<file path="config.mk">
export PLATFORM = sky130hd
export DESIGN_NAME = dmem_arbiter
export DESIGN_NICKNAME = d
export VERILOG_FILES = /design/src/rtl/dmem_arbiter.sv
export SDC_FILE = /design/constraint.sdc
export NUM_CORES = 1
export LEC_CHECK = 0
export ABC_AREA = 0
export CORE_ASPECT_RATIO = 1.2
export CORE_MARGIN = 4
export CORE_UTILIZATION = 30
export CTS_CLUSTER_SIZE = 8
export DETAILED_ROUTE_END_ITERATION = 6
export PLACE_DENSITY = 0.78
export SYNTH_ARGS = -nofsm -noshare
export SYNTH_HDL_FRONTEND = slang
export SYNTH_SLANG_ARGS = --single-unit
export TNS_END_PERCENT = 30
</file>
<file path="constraint.sdc">
create_clock -name clk -period 1.7 [get_ports clk]
set_input_delay 0.255 -clock clk [delete_from_list [all_inputs] [get_ports clk]]
set_output_delay 0.255 -clock clk [all_outputs]
set_load 0.02 [all_outputs]
</file>
<file path="src/rtl/dmem_arbiter.sv">
// -----------------------------------------------------------------------------
// dmem_arbiter
//
// Shares one data memory (combinational read, clocked write) between the CPU
// load/store port (requester 0) and the loader/debug port (requester 1).
//
// At most one access is granted per cycle:
//   - IDLE  : a lone requester wins; on a tie the requester that was NOT
//             granted most recently wins (round robin through `last`).
//   - LOCKn : only requester n can be granted. The lock is taken by a transfer
//             with lock = 1 and dropped by a transfer with lock = 0.
// The granted requester's fields drive the memory in the same cycle. The
// response (read data, or 0 for a write ack) is registered and presented with
// a one-cycle rsp_valid pulse in the following cycle.
//
// Ports
//   clk, rstn                 clock, asynchronous active-low reset
//   rN_valid / rN_ready       request handshake (ready is the grant, comb.)
//   rN_addr / rN_we / rN_wdata / rN_lock   request fields
//   rN_rsp_valid / rN_rsp_rdata            registered response
//   mem_addr / mem_we / mem_wdata          to memory (zeros when no grant)
//   mem_rdata                 from memory, combinational read of mem_addr
// -----------------------------------------------------------------------------
module dmem_arbiter #(
  parameter int DWIDTH = 32
) (
  input  logic              clk,
  input  logic              rstn,

  input  logic              r0_valid,
  output logic              r0_ready,
  input  logic [DWIDTH-1:0] r0_addr,
  input  logic              r0_we,
  input  logic [DWIDTH-1:0] r0_wdata,
  input  logic              r0_lock,
  output logic              r0_rsp_valid,
  output logic [DWIDTH-1:0] r0_rsp_rdata,

  input  logic              r1_valid,
  output logic              r1_ready,
  input  logic [DWIDTH-1:0] r1_addr,
  input  logic              r1_we,
  input  logic [DWIDTH-1:0] r1_wdata,
  input  logic              r1_lock,
  output logic              r1_rsp_valid,
  output logic [DWIDTH-1:0] r1_rsp_rdata,

  output logic [DWIDTH-1:0] mem_addr,
  output logic              mem_we,
  output logic [DWIDTH-1:0] mem_wdata,
  input  logic [DWIDTH-1:0] mem_rdata
);

  typedef enum logic [1:0] {
    IDLE  = 2'd0,
    LOCK0 = 2'd1,
    LOCK1 = 2'd2
  } state_t;

  state_t state;
  logic   last;     // most recently granted requester
  logic   grant0;
  logic   grant1;

  // Grant decision: depends only on valid and arbitration state, never on
  // lock/we/addr, so requesters cannot build a combinational loop via ready.
  always_comb begin
    grant0 = 1'b0;
    grant1 = 1'b0;
    case (state)
      IDLE: begin
        if (r0_valid && r1_valid) begin
          // Tie: favour the requester that was not served last.
          if (last) begin
            grant0 = 1'b1;
          end else begin
            grant1 = 1'b1;
          end
        end else begin
          grant0 = r0_valid;
          grant1 = r1_valid;
        end
      end
      LOCK0: begin
        grant0 = r0_valid;
      end
      LOCK1: begin
        grant1 = r1_valid;
      end
      default: begin
        // Unreachable encoding: grant nothing; the state register recovers.
        grant0 = 1'b0;
        grant1 = 1'b0;
      end
    endcase
  end

  assign r0_ready = grant0;
  assign r1_ready = grant1;

  // Memory-side mux: granted requester's fields, all zeros when idle.
  always_comb begin
    mem_addr  = {DWIDTH{1'b0}};
    mem_we    = 1'b0;
    mem_wdata = {DWIDTH{1'b0}};
    if (grant0) begin
      mem_addr  = r0_addr;
      mem_we    = r0_we;
      mem_wdata = r0_wdata;
    end else if (grant1) begin
      mem_addr  = r1_addr;
      mem_we    = r1_we;
      mem_wdata = r1_wdata;
    end else begin
      mem_addr  = {DWIDTH{1'b0}};
      mem_we    = 1'b0;
      mem_wdata = {DWIDTH{1'b0}};
    end
  end

  // Arbitration state, round-robin pointer and registered responses.
  always_ff @(posedge clk or negedge rstn) begin
    if (!rstn) begin
      state        <= IDLE;
      last         <= 1'b1;   // requester 0 wins the first tie
      r0_rsp_valid <= 1'b0;
      r0_rsp_rdata <= {DWIDTH{1'b0}};
      r1_rsp_valid <= 1'b0;
      r1_rsp_rdata <= {DWIDTH{1'b0}};
    end else begin
      // Responses are single-cycle pulses with no backpressure.
      r0_rsp_valid <= grant0;
      r1_rsp_valid <= grant1;

      if (grant0) begin
        r0_rsp_rdata <= r0_we ? {DWIDTH{1'b0}} : mem_rdata;
        last         <= 1'b0;
        state        <= r0_lock ? LOCK0 : IDLE;
      end else if (grant1) begin
        r1_rsp_rdata <= r1_we ? {DWIDTH{1'b0}} : mem_rdata;
        last         <= 1'b1;
        state        <= r1_lock ? LOCK1 : IDLE;
      end else begin
        // No transfer: a held lock persists (no timeout); an illegal
        // encoding falls back to IDLE.
        case (state)
          IDLE:    state <= IDLE;
          LOCK0:   state <= LOCK0;
          LOCK1:   state <= LOCK1;
          default: state <= IDLE;
        endcase
      end
    end
  end

endmodule

</file>
* After elaboration in Yosys (flattened, before gate mapping)
Index checks and enable logic that the tools add are counted.
** Word-level totals
- Output and inout bits :: 133
- Input port bits :: 168
- Logic and storage cells :: 34
- Bits in registers :: 69
** Cells by class
- Eq/ne operators :: 2
- Bitwise logic cells :: 1
- Reduce and logical (&&, ||, !) cells :: 4
- Multiplexer cells :: 21
** Operators with widths (count)
- $mux W32 :: 6
- $mux W1 :: 9
- $mux W2 :: 3
- $pmux W1 S2 :: 2
- $pmux W2 S2 :: 1
- $eq A2 B1 Y1 const B :: 1
- $eq A2 B2 Y1 const B :: 1
- $logic_not A2 Y1 :: 1
- $reduce_and A2 Y1 :: 1
- $reduce_bool A2 Y1 :: 1
- $logic_and A1 B1 Y1 :: 1
- $not A1 Y1 :: 1

* Longest topological paths before layout
Gate-level depths: netlist (run 1).
- Word-level depth :: 5
- Mapped depth :: 7
- Gate-level depth less buffers :: 4

* Least setup slack after synthesis (run 1)
Ideal clock, no wire load.
- Kind :: register -> output
- Start point :: register last
- End point :: output port mem_addr[0]
- Setup slack :: -0.048 ns
- Data required time :: 1.445 ns
- Buffers on the path :: 3
- Cell stages (with the launch flop) :: 8
- Arrival time :: 1.493 ns
- Cell sequence :: dfstp_2 -> and3b_1 -> buf_6 -> or2_4 -> inv_2 -> buf_6 -> buf_6 -> a22o_1
** Between the ends
- Word-level cells in the longest chain between the ends :: 5
** Ends and longest elaborated chain
- start: declaration :: RTL line 61 : logic last;
- start signal: assignment :: RTL line 125 : last <= 1'b1;
- start signal: assignment :: RTL line 137 : last <= 1'b0;
- start signal: assignment :: RTL line 141 : last <= 1'b1;
- $mux W1 :: RTL line 74 : if (last) begin
- $mux W1 :: RTL line 72 : if (r0_valid && r1_valid) begin
- $pmux W1 S2 :: RTL line 70 : case (state)
- $mux W32 :: RTL line 110 : end else if (grant1) begin
- $mux W32 * :: RTL line 106 : if (grant0) begin
- end: declaration :: RTL line 48 : output logic [DWIDTH-1:0] mem_addr,
Every way passes the cells marked *; elsewhere a longest branch is shown, timed or not.

* Final worst setup path (run 1)
- Start point :: register state[0]
- End point :: output port mem_addr[28]
** Between the ends
- Word-level cells in the longest chain between the ends :: 4
** Ends and longest elaborated chain
- start: declaration :: RTL line 60 : state_t state;
- start signal: assignment :: RTL line 138 : state <= r0_lock ? LOCK0 : IDLE;
- start signal: assignment :: RTL line 142 : state <= r1_lock ? LOCK1 : IDLE;
- $eq A2 B2 Y1 / $logic_not A2 Y1 (equally long branches) :: RTL line 70
- $pmux W1 S2 :: RTL line 70
- $mux W32 :: RTL line 110
- $mux W32 * :: RTL line 106
Marked as above.

==> flow_summary.yaml, run 1 <==
grt:
  grt_usage_pct: 25.6
  grt_overflow: 0
  grt_max_degree: 34
  antenna_found_initial: 3
  grt_util_met2_pct: 45.7
  grt.busiest_layer: "met2"
  grt_pass1_wl_um: 26600
  grt_use_met3_pct: 9.32
  grt_use_met1_pct: 27.1
  grt_pass1_vias: 4491
run:
  max_cap_viol_count: 0
clocking:
  numCtsBuffers: 9
  cts_root_buf: "clkbuf_16"
  cts_tree: "built"
  clk_pin_slew_ns: 0.05
  clkSinkCount: 69
  insertion_delay_ns: 0.33
  cts_max_level: 3
  cts_max_path_buffers: 2
setup_path:
  reg2reg_slack_ns: 0.13
  crit_type: "reg2out"
  r2r-end: "r0_rsp_rdata[27]"
  worst_setup_path_start_kind: "flip-flop"
  r2r_cells: 5
  end_kind: "primary output"
  r2r_start: "state[0]"
  critPathRequiredTime_ns: 1.44
  arrival_ns: 1.85
  path_max_fanout: 16
pwr:
  powerDensity_nw_per_um2: 1380
  p_leak_nw: 3.13
  vdd_ir_drop_max_mv: 0.983
detailed_routing:
  dr.pass1.iters: 5
  ant_nets: 0
  num_vias: 4387
  post_drt_via_cell_ratio: 5.15
  wl_per_cell_um: 22.9
  drt_iter0_drc: 272
  drc: 0
  routed_wirelength_um: 19500
timing:
  slew_headroom_pct: 70.6
  drv_slew: 0
  setup_violations: 67
  finClkSkew_ns: 0.00949
  rsz0062_at_grt: "true"
  setup_ws_ns: -0.401
  fmaxAchievable_ghz: 0.476
  period_minus_slack_ns: 2.10
  hold_viol: 0
  worstMarginPinSlew_ns: 0.441
  fin_crit_sh_pct: 124
finish:
  final_cell_mix: "clkdlybuf4s50_1 (230), o21ai_0 (116), dfrtp_1 (68)"
  final_layout_size_suffix_gt1_share_pct: 17.2
  final_nets: 853
  syn_to_final_growth_pct: 100
  instances_no_fill: 852
  final.fill_count: 1002
  layout_commonest_cell: "clkdlybuf4s50_1"
  regArea_sq_um: 1730
  finish.instance_area_sq_um: 7380
  multi_input_area_sq_um: 1740
status:
  status: "finished, violations left"
  failed_checks: "negative setup slack"
logic_synthesis:
  synth_top_area_share_pct: 46.1
  ys_seq_area_share_pct: 46.8
  syn-num-nets: 551
  syn-instance-count: 383
  netlist_area_sq_um: 3690
  yosys_warnings: 0
  ys_ff_latch: 69
  avgSynthCellArea_sq_um: 9.63
  synth_top_area_cell: "dfrtp_1"
  synth_cell_types: 19
  ys_top_cells_by_area: "dfrtp_1 (46%), o21ai_0 (16%), a22o_1 (15%)"
floorplan:
  start_util_pct: 30.6
  pin_count: 301
  rows: 44
  die-width_um: 109
  die-area_sq_um: 14100
  core-area_sq_um: 12100
  die_height_um: 129
worst_hold_path:
  hp-class: "in2async"
place:
  place.detailed.hpwl_um: 14500
  place_inst: 826
  placement.io_buffers: 300
  gp_congestion: 0.853
  place_area_sq_um: 6860
## cells by family (layout without fill, tap and decap cells)
kind of cell    after synthesis  in the layout  share of synthesized area (%)
other cells                   0              3                              0
buf+inv                      42            347                           6.68
simple gates                 76             76                           13.3
compound gates              196            196                           33.2
flops                        69             69                           46.8
## cell usage after synthesis (all sizes together)
master	n
a21oi	3
a22o	65
and3b	1
buf	15
clkbuf	24
dfrtp	68
dfstp	1
inv	3
nand2	1
nand2b	67
nor2b	2
nor3	2
nor3b	1
o21ai	128
or2	2
## repair_timing
action / in CTS / in global routing
pin swaps: 21 / 20
buffers inserted: 2 / 0
gates resized for setup: 319 / 43
hold endpoints to repair: 15 / 0
hold buffers: 1 / 0
gates cloned: 5 / 1
setup endpoints to repair: 67 / 67
## final cells by class
class	instances	share of cell area, %
antenna	3	0.102
clock buffer	12	3.34
clock inverter	2	0.475
inverter	3	0.356
multi-input combinational	272	23.6
sequential	69	23.4
tap	161	2.73
timing repair buffer	330	46.0
## stage by stage
step           worst slack (ns)  TNS (ns)  hold WS, ns  total power, mW  util [%]
2_1_floorplan           -0.0479     -2.16      -0.0406             5.11         -
3_3_place_gp             -0.886    -51.67        0.217             7.88      56.9
3_5_place_dp             -0.923    -56.76        0.224             7.99      56.9
4_1_cts                  -0.422    -24.30        0.401             10.0      59.7
5_1_grt                  -0.478    -29.86        0.443             10.7      61.2
6_report                 -0.401    -24.70        0.397             10.2      61.2
## layer usage
metal	wire (um)	vias to the layer above	part of all wire (%)
met5	0	-	0
met4	419	0	2.1
met3	1920	21	9.8
met2	10300	232	53
met1	6840	2142	35
li1	-	1992	-
## critical path, stage by stage (launching register included)
cell,delay [ns]
dfrtp_1,0.39
buf_4,0.15
nor3b_4,0.20
or2_4,0.18
inv_8,0.06
buf_12,0.15
a22o_1,0.23
buf_2,0.16
## registers in the layout (all words and copies together) (netlist names)
name          cells
r0_rsp_valid      1
r1_rsp_valid      1
state             2
last              1
r0_rsp_rdata     32
r1_rsp_rdata     32
## how the worst max path moves through the flow
stage,cells past startpoint,slack (ns),from,end
after floorplan,7,-0.05,last,mem_addr[0]
after global placement,7,-0.89,r0_valid,mem_addr[4]
after detailed placement,7,-0.92,r0_valid,mem_addr[4]
after CTS,6,-0.42,last,mem_wdata[20]
after global routing,7,-0.48,state[0],mem_wdata[12]
final,7,-0.40,state[0],mem_addr[28]
## report_power, final
| part | leakage [nW] | internal, mW | switching, mW |
|---|---|---|---|
| Sequential | 0.897 | 2.21 | 0.317 |
| Clock | 0.139 | 1.16 | 0.647 |
| Combinational | 2.10 | 2.82 | 3.02 |
| Total | 3.13 | 6.19 | 3.98 |
Note: power is estimated with default switching activity, not from simulation.
==> run 2: changes to the inputs <==
Settings changed: GPL_ROUTABILITY_DRIVEN from default to 0, SETUP_SLACK_MARGIN from default to 0.15.
==> run 2 against run 1 <==
  * The run still ends with negative setup slack left
  * Die area unchanged
  * Non-clock buffer count grew 4
  * Hold slack gained 0.057 ns
  * Register-to-register slack hardly changed
==> flow_summary.yaml, run 2 (synthesis results as in run 1) <==
detailed_routing:
  drt_iter0_drc: 340
  dr.pass1.iters: 4
  ant_nets: 0
  wl_per_cell_um: 22.2
  drc: 0
  num_vias: 4478
  post_drt_via_cell_ratio: 5.24
  routed_wirelength_um: 19000
setup_path:
  r2r_start: "last"
  end_kind: "primary output"
  worst_setup_path_start_kind: "flip-flop"
  reg2reg_slack_ns: 0.13
  crit_start: "state[0]"
  cp_top_family: "buffers and inverters"
  path_max_fanout: 12
  slowest_delay_ns: 0.39
  crit_type: "reg2out"
  critPathRequiredTime_ns: 1.44
  path_buf_inv: 4
  cp.depth: 7
  arrival_ns: 1.83
  endpoint: "mem_wdata[29]"
  crit_chain: "buf_6, nor3b_4, or2_4, inv_8, buf_16, a22o_1, buf_4"
  cpMaxStageDelayCell: "dfrtp_1"
  r2r_cells: 4
  r2r-end: "r1_rsp_rdata[26]"
timing:
  hold_viol: 0
  hold-worst-slack_ns: 0.455
  period_minus_slack_ns: 2.09
  setup_violations: 67
  slew_headroom_pct: 58.6
  finClkSkew_ns: 0.0103
  fmaxAchievable_ghz: 0.479
  tns_ns: -24.04
  setup_ws_ns: -0.389
  worstMarginPinSlew_ns: 0.621
  fin_crit_sh_pct: 123
  drv_slew: 0
  rsz0062_at_grt: "true"
floorplan:
  core-area_sq_um: 12100
  pin_count: 301
  start_util_pct: 30.6
  die_height_um: 129
  rows: 44
  die-width_um: 109
  die-area_sq_um: 14100
finish:
  final_cell_mix: "clkdlybuf4s50_1 (165), o21ai_0 (110), dfrtp_1 (68)"
  multi_input_area_sq_um: 1740
  final_nets: 857
  regArea_sq_um: 1730
  final.fill_count: 1023
  final_layout_size_suffix_gt1_share_pct: 18.0
  reg.largest.list: "r0_rsp_rdata (32), r1_rsp_rdata (32), state (2)"
  syn_to_final_growth_pct: 98.3
  layout_commonest_cell: "clkdlybuf4s50_1"
  finish.instance_area_sq_um: 7320
  diodes: 0
worst_hold_path:
  hp-class: "in2async"
clocking:
  numCtsBuffers: 9
  cts_tree: "built"
  clkSinkCount: 69
  insertion_delay_ns: 0.33
  cts_root_buf: "clkbuf_16"
  cts_max_level: 3
  clk_pin_slew_ns: 0.06
  cts_max_path_buffers: 2
run:
  max_cap_viol_count: 0
pwr:
  vdd_ir_drop_max_mv: 1.11
  p_total_mw: 10.1
  powerDensity_nw_per_um2: 1370
  p_leak_nw: 3.50
grt:
  grt_pass1_vias: 4495
  grt_pass1_wl_um: 26400
  grt_max_degree: 49
  grt_overflow: 0
  grt_usage_pct: 24.7
  antenna_found_initial: 7
place:
  place.detailed.hpwl_um: 14000
  placement.io_buffers: 300
  place_area_sq_um: 6840
status:
  failed_checks: "negative setup slack"
  status: "finished, violations left"
## run 2: cell count changes in the layout (fill, tap and decap cells not counted), sizes merged
cell           delta
dlygate4sd2      +54
clkdlybuf4s50    -65
diode             -3
clkinvlp          +1
buf               +2
dlymetal6s2s     +11
bufinv            +2
clkinv            +1
## run 2: final cells by class
cell class                      instances  share of cell area, %
Sequential cell                        69                   23.6
Inverter                                3                  0.359
Tap cell                              161                   2.75
Clock buffer                           10                   3.13
Timing Repair Buffer                  334                   44.8
Multi-Input combinational cell        272                   23.8
Clock inverter                          6                   1.52
## run 2: repair_timing
action | in CTS | in global routing
endpoints found under the setup margin | 122 | 132
hold buffers | 1 | 0
setup buffers | 1 | 2
pin swaps | 21 | 5
cloned | 5 | 3
endpoints found under the hold margin | 20 | 0
gates resized for setup | 394 | 34
## run 2: worst min-delay path by stage
stage / end / start / slack [ns]
after CTS: r1_rsp_rdata[25] / rstn / 0.47
after detailed placement: r1_rsp_rdata[27] / rstn / 0.26
after global placement: r1_rsp_rdata[31] / rstn / 0.25
after floorplan: r0_rsp_rdata[0] / rstn / -0.04
final: r1_rsp_rdata[27] / rstn / 0.45
after global routing: r1_rsp_rdata[24] / rstn / 0.50
## run 2: where the power goes
part	internal [mW]	switching [mW]
combinational	2.42	2.99
clock	1.43	0.692
sequential	2.21	0.314
## run 2: per-stage QoR
step           setup WS, ns  util [%]  cells
2_1_floorplan       -0.0479         -    383
3_3_place_gp         -0.898      56.7    827
3_5_place_dp         -0.920      56.7    827
4_1_cts              -0.405      59.4    850
5_1_grt              -0.432      60.7    855
6_report             -0.389      60.7    855
## run 2: per-layer routing
layer  track usage (%)  wire length, um
met5                 0               94
met4              5.94              279
met3              10.9             2010
met2              44.2             9990
met1              26.8             6610
## run 2: worst register-to-register path: stages (launching register included)
cell,delay (ns)
dfstp_2,0.57
and3b_1,0.20
or2_4,0.16
buf_4,0.32
o21ai_0,0.18
==> run 3: changes to the inputs <==
Settings changed: ABC_CLOCK_PERIOD_IN_PS from default to 1700, HOLD_SLACK_MARGIN from default to 0.12.
==> results of run 3 <==
Same layout as run 2: the final DEF is identical, and so are final timing and power.
